**src/rtl/sync_fifo.sv**
```systemverilog
`default_nettype none
// ============================================================================
// Module   : sync_fifo
// Brief    : Single-clock first-in/first-out buffer with a registered read
//            port and counter-decoded empty/full flags.
// Revision : 1.0 - initial release
// ============================================================================
module sync_fifo #(
  parameter int DATA_WIDTH = 8,
  parameter int DEPTH      = 16
) (
  input  logic                  clk,
  input  logic                  rst,
  input  logic                  wr,
  input  logic                  rd,
  input  logic [DATA_WIDTH-1:0] data_in,
  output logic [DATA_WIDTH-1:0] data_out,
  output logic                  empty,
  output logic                  full
);

  // Pointer width; the counter gets one extra bit so it can hold DEPTH itself.
  localparam int              c_AW         = $clog2(DEPTH);
  localparam logic [c_AW:0]   c_FULL_COUNT = (c_AW + 1)'(DEPTH);
  localparam logic [c_AW-1:0] c_PTR_ONE    = c_AW'(1);
  localparam logic [c_AW:0]   c_CNT_ONE    = (c_AW + 1)'(1);

  logic [DATA_WIDTH-1:0] r_mem [DEPTH];
  logic [c_AW-1:0]       r_wr_ptr;
  logic [c_AW-1:0]       r_rd_ptr;
  logic [c_AW:0]         r_count;
  logic [DATA_WIDTH-1:0] r_data_out;

  logic w_empty;
  logic w_full;
  logic w_wr_en;
  logic w_rd_en;

  // Flags come straight from the counter register, so they are glitch-free.
  assign w_empty = (r_count == '0);
  assign w_full  = (r_count == c_FULL_COUNT);

  // Accept decisions use the flag values from before the edge; a full FIFO
  // drops the write even when a read frees a slot in the same cycle.
  assign w_wr_en = wr && !w_full;
  assign w_rd_en = rd && !w_empty;

  assign empty    = w_empty;
  assign full     = w_full;
  assign data_out = r_data_out;

  // Storage array: written on accepted writes only, never reset.
  always_ff @(posedge clk) begin
    if (!rst && w_wr_en) begin
      r_mem[r_wr_ptr] <= data_in;
    end
  end

  // Write pointer advances modulo DEPTH on each accepted write.
  always_ff @(posedge clk) begin
    if (rst) begin
      r_wr_ptr <= '0;
    end else if (w_wr_en) begin
      r_wr_ptr <= r_wr_ptr + c_PTR_ONE;
    end
  end

  // Read pointer and registered output: the read returns the oldest entry,
  // never the one being written this cycle.
  always_ff @(posedge clk) begin
    if (rst) begin
      r_rd_ptr   <= '0;
      r_data_out <= '0;
    end else if (w_rd_en) begin
      r_rd_ptr   <= r_rd_ptr + c_PTR_ONE;
      r_data_out <= r_mem[r_rd_ptr];
    end
  end

  // Occupancy counter: +1 on write only, -1 on read only, else hold.
  always_ff @(posedge clk) begin
    if (rst) begin
      r_count <= '0;
    end else begin
      case ({w_wr_en, w_rd_en})
        2'b10:   r_count <= r_count + c_CNT_ONE;
        2'b01:   r_count <= r_count - c_CNT_ONE;
        default: r_count <= r_count;
      endcase
    end
  end

endmodule
`default_nettype wire

```
**config.mk**
```make
export PLATFORM = sky130hd
export DESIGN_NAME = sync_fifo
export DESIGN_NICKNAME = d
export VERILOG_FILES = /design/src/rtl/sync_fifo.sv
export SDC_FILE = /design/constraint.sdc
export NUM_CORES = 1
export LEC_CHECK = 0
export ABC_CLOCK_PERIOD_IN_PS = 3470
export BUFFER_PORTS_ARGS = -buffer_cell sky130_fd_sc_hd__buf_4
export CAP_MARGIN = 20
export CORE_ASPECT_RATIO = 1.25
export CORE_MARGIN = 3
export CORE_UTILIZATION = 45
export CTS_BUF_LIST = sky130_fd_sc_hd__clkbuf_16
export CTS_CLUSTER_DIAMETER = 120
export DETAILED_ROUTE_END_ITERATION = 12
export HOLD_SLACK_MARGIN = 0.05
export PLACE_DENSITY = 0.63
export SLEW_MARGIN = 25
export SYNTH_ARGS = -nofsm -noshare
export SYNTH_HDL_FRONTEND = slang
export SYNTH_SLANG_ARGS = --single-unit
```
**constraint.sdc**
```tcl
create_clock -name clk -period 3.47 [get_ports clk]
set_input_delay 0.1735 -clock clk [delete_from_list [all_inputs] [get_ports clk]]
set_output_delay 0.1735 -clock clk [all_outputs]
set_load 0.01 [all_outputs]
```
# Word level (Yosys, flattened, before mapping)
# Memories as Yosys holds them, arrays and structs flattened. A register that Yosys moved wholly into a read port is not among the register bits.
# Cells that the tools add are included.
# totals
latchBits,0
ram_bits,128
ff_bits,13
romBits,0
out_inout_bits,10
mem_count,1
elab_cells,22
# mem_list
name,words,width,rd,rd_ports_with_merged_regs,write_ports,line_no,text
r_mem,16,8,1,1,1,28,logic [DATA_WIDTH-1:0] r_mem [DEPTH];
# op_classes
muxes,3
eq_ne,3
n_addsub,4
n_lt_le_gt_ge,0
bitwise,0
div_mod_pow,0
reduce_logical,8
mul,0
shifts,0
# op_table
op,n
one-hot mux 5 bit (2 select lines),1
adder 4 x 1 -> 4 bit (second input constant),2
adder 5 x 1 -> 5 bit (second input constant),1
equality test 5 bit (second input constant),1
zero test 5 bit,1
subtractor 5 x 1 -> 5 bit (second input constant),1
logical AND 1 bit,3
zero test 1 bit,3
equality test 2 x 1 -> 1 bit (second input constant),1
equality test 2 bit (second input constant),1
2-to-1 mux 1 bit,2
nonzero test 2 bit,1

# Longest topological paths before layout
# depth
ltp_word,6
depth_mapped,11
mapped_depth_nobuf,11

# Worst setup path before layout
# OpenSTA, ideal clock, no wires.
# synth_timing
path_type,reg2reg
from,register r_count[0]
to,register r_count[4]
arrival_time_ps,2749
n_path_buf,1
period_less_slack_ps,2870
setup_slack_ps,600
path_stages_with_launch,11
required_time_ps,3349
path_cell_list,dfxtp_1 or4_4 o21a_4 buf_6 ha_1 ha_1 nor2b_1 o21ai_0 a21oi_1 or3b_1 mux2_2
# synth_between
elab_chain_cells,5
# synth_rtl
element,line_no,text
from (decl),31,logic [c_AW:0] r_count;
from (signal assigned),86,2'b10: r_count <= r_count + c_CNT_ONE;
from (signal assigned),87,2'b01: r_count <= r_count - c_CNT_ONE;
from (signal assigned),88,default: r_count <= r_count;
zero test 5 bit *,40,assign w_empty = (r_count == '0);
zero test 1 bit *,46,assign w_rd_en = rd && !w_empty;
logical AND 1 bit *,46,
via w_rd_en,37,logic w_rd_en;
equality test 2 x 1 -> 1 bit / equality test 2 bit (equally long branches),85,"case ({w_wr_en, w_rd_en})"
one-hot mux 5 bit (2 select lines) / nonzero test 2 bit (equally long branches),n/a,
# Mark *: on every way through the listed nets, which the timed path passes. The rest lies on a longest branch.
# A chain may end at the register's enable or synchronous reset.

# Final worst setup path
# layout_timing
from,register r_count[0]
to,register r_count[4]
# layout_between
elab_chain_cells,5
# layout_rtl
element,line_no
equality test 5 bit / zero test 5 bit (equally long branches),"41, 40"
"zero test 1 bit, on equally long branches","45, 46"
"logical AND 1 bit, on equally long branches","45, 46"
equality test 2 x 1 -> 1 bit / equality test 2 bit (equally long branches),85
one-hot mux 5 bit (2 select lines) / nonzero test 2 bit (equally long branches),n/a
# Several ways; a longest one is shown, not always the timed one.

==> impl_results.md <==
* Status: completed
* Synthesized flop and latch total at about 150
* Crit path kind: reg -> reg
* Ant. Diodes at 0
* Nets at 406
* Critical path cell sequence: or4_4 -> o21a_4 -> ha_1 -> ha_1 -> nor2b_1 -> o21ai_0 -> a21oi_1 -> or3b_1 -> mux2_2
* Total negative slack at 0 ns
* Total CTS buffers at 17
* Die Y at ~140 um
* Logic pwr share at 19.3%
* Drt first pass iters at 4
* Worst Tran Pin Value at about 0.85 ns
* Slowest CP cell: or4_4
* H-tree levels at 4
* Clock skew at ~0.009 ns
* TritonCTS sink count at between 100 and 150
* Synth Cell Area at between 6000 and 7000 um2
* Hold path depth at 1
* HP Class: in -> reg
* YS warnings at 0
* Worst Hold Path EP: r_mem[10][5]
* Max-slew violations at 0
* Crit-path max FO at 21
* Port Buffer Count at 21
* RSZ-0062 raised after global routing: no
* Internal at 3410 uW
* Chip Width at 109 um
* IO Pins at 22
* Reg2reg setup slack at 0.44 ns
* CTS tree: built
* GRT Total Usage at 16.7%
* Total Wirelength at 11.3 mm
* CTS root buffer: clkbuf_16
* Core Util, Final at between 50% and 60%
* Pwr/cell area at 679 nW/um2
* # setup viols final at 0
* Vias at 3032
* Buf+Inv Stages, Crit Path at 0
* Grt ovf at 0
* CP delay by family, top: simple AND/OR/NAND/NOR gates
* Worst setup EP type: register
* Most frequent CP cell: ha_1
* Commonest non-fill, non-tap cell in the layout: edfxtp_1
* Reg-to-Reg End: r_count[4]
* Hold slack at around 0.088 ns
* Net Sw Power at 1230 uW
* # resized after CTS at 0
* Post-synth EDFFs at 128
* F_max at between 0.3 and 0.4 GHz
* Worst EP required at between 3 and 4 ns
* Synthesized area per cell at about 17 um2
* Number of max-cap violations at 0
* Syn Nets at around 380
* Tmin final at slightly above 3 ns
* Sequential element share of the synthesized area at a little under three quarters
* Worst hold path startpoint: data_in[5]
* Crit-path max cell delay at roughly 0.56 ns
* Share of layout cells above drive strength 1 at 20.5%
* Post-DRT Antenna Nets at 0
* Total setup buffers inserted after CTS at 0
* Clock latency on the worst-skew pair at between 0.4 and 0.5 ns
* HPWL Detailed at 7.33 mm
* Wire length of the first global-routing pass at approximately 18 mm
* Worst Reg-to-Reg Cells at 9
* Hold Buf Count CTS at 0
* Slew headroom at 43.3%
* Vias in the first global route at roughly 3200
* Leakage at 0.00216 uW
* CP Launch Point: r_count[0]
* Mapped Cells at between 300 and 400
* Wire per inst at roughly 20 um
* Vias/cell at approximately 5.4
* Bufs on Longest Clock Path at 2
* Final GP Congestion at around 0.74
* Worst vdd ir at 0.390 mV
* Hold Vio Cnt, Final at 0
* Sequential group share of total power at a little under half
* Critical Path AT at 3.32 ns
* Worst-path clk slew at around 0.060 ns
* Largest net degree at the start of global routing at 33
* Async SR Flop Fraction at 0%
* CP Launch Type: register
* Starting Density at a little under half
* Iteration-0 DRC Markers at 251
* Tcrit/Tclk final at 87.2%
* # DRC at 0
* Critical R2R Launch: r_count[0]
* Core Box Area at between 10000 and 15000 um2
* Clock power frac at between 30% and 40%
* P&R area growth vs syn at 13.4%
* Num rows at between 40 and 50
* Switch share at around a quarter
* Total die area at about 15000 um2
* Netlist cell types at 39
* Initial antenna violation count at 0
* Commonest non-fill, non-tap cells in the layout: edfxtp_1, nor2_1, mux2i_1
* Top_reg_cell synth: edfxtp_1
## routing by layer
metal / routed length [um] / part of all wire (%) / track usage [%]
met1: 5070 / 45 / 22.6
met2: 5570 / 49 / 26.1
met3: 447 / 4.0 / 4.24
met4: 187 / 1.7 / 6.17
met5: 0 / 0 / 0
## stage by stage
stage / cells / worst slack (ns) / instance area, um2 / power (uW)
after global routing: 563 / 0.255 / 6820 / 4850
after CTS: 563 / 0.434 / 6820 / 4680
after floorplan: 361 / 0.600 / 6020 / 2820
after detailed placement: 533 / 0.452 / 6300 / 3070
final: 563 / 0.445 / 6820 / 4640
after global placement: 533 / 0.494 / 6300 / 3040
## state kept, by name, indices dropped and copies added, names as in the netlist
signal / count
r_mem: 128
r_count: 5
data_out: 8
r_wr_ptr: 4
r_rd_ptr: 4
## power groups by stage
stage	Combinational, uW	Sequential (uW)	Clock, uW
after floorplan	652	2170	0
after global placement	883	2160	0
after detailed placement	907	2160	0
after CTS	909	2130	1640
after global routing	992	2140	1720
final	893	2130	1620
## area by class of cell
cell class / count / area [um2]
multi-input cells: 186 / 1620
clock buffers: 17 / 425
fillers: 1055 / 6070
flip-flops and latches: 149 / 4270
well taps: 168 / 210
inverters: 7 / 26.3
clock inverters: 13 / 93.8
repair buffers: 23 / 185
## cell usage after synthesis (2+ instances only)
| cell type | n | area [um2] |
|---|---|---|
| nand3_1 | 2 | 10.0 |
| buf_6 | 2 | 22.5 |
| a22oi_1 | 8 | 60.1 |
| buf_2 | 7 | 35.0 |
| nand4_1 | 2 | 12.5 |
| buf_1 | 2 | 7.51 |
| clkbuf_1 | 6 | 22.5 |
| or3_1 | 2 | 12.5 |
| nand2_1 | 6 | 22.5 |
| edfxtp_1 | 128 | 3840 |
| xor2_1 | 4 | 35.0 |
| mux2i_1 | 34 | 340 |
| mux4_2 | 16 | 360 |
| nand3b_1 | 2 | 15.0 |
| a311oi_2 | 8 | 120 |
| ha_1 | 9 | 113 |
| inv_1 | 7 | 26.3 |
| xnor2_1 | 3 | 26.3 |
| nor2_1 | 50 | 188 |
| o22ai_1 | 16 | 100 |
| nor2b_1 | 5 | 31.3 |
| a21oi_1 | 5 | 25.0 |
| dfxtp_1 | 21 | 420 |
## how the worst max path moves through the flow
stage	to	slack [ns]	cells after the start
5_1_grt	r_count[4]	0.26	11
3_5_place_dp	r_count[4]	0.45	9
4_1_cts	r_count[4]	0.43	9
2_1_floorplan	r_count[4]	0.60	10
6_report	r_count[4]	0.44	9
3_3_place_gp	r_count[4]	0.49	9
## kinds of logic (layout without fill, tap and decap cells)
family                     count (synthesis)  after routing  share of synthesized area (%)
DFF                                      149            149                           70.9
buffers and inverters                     26             60                           2.27
xor gates and xnor gates                   8              8                           1.29
adders and majority gates                 10             10                           2.20
muxes                                     51             51                           11.8
AOI/OAI and AO/OA                         41             41                           5.74
and+or+nand+nor                           76             76                           5.80
(Power assumes the default switching activity.)
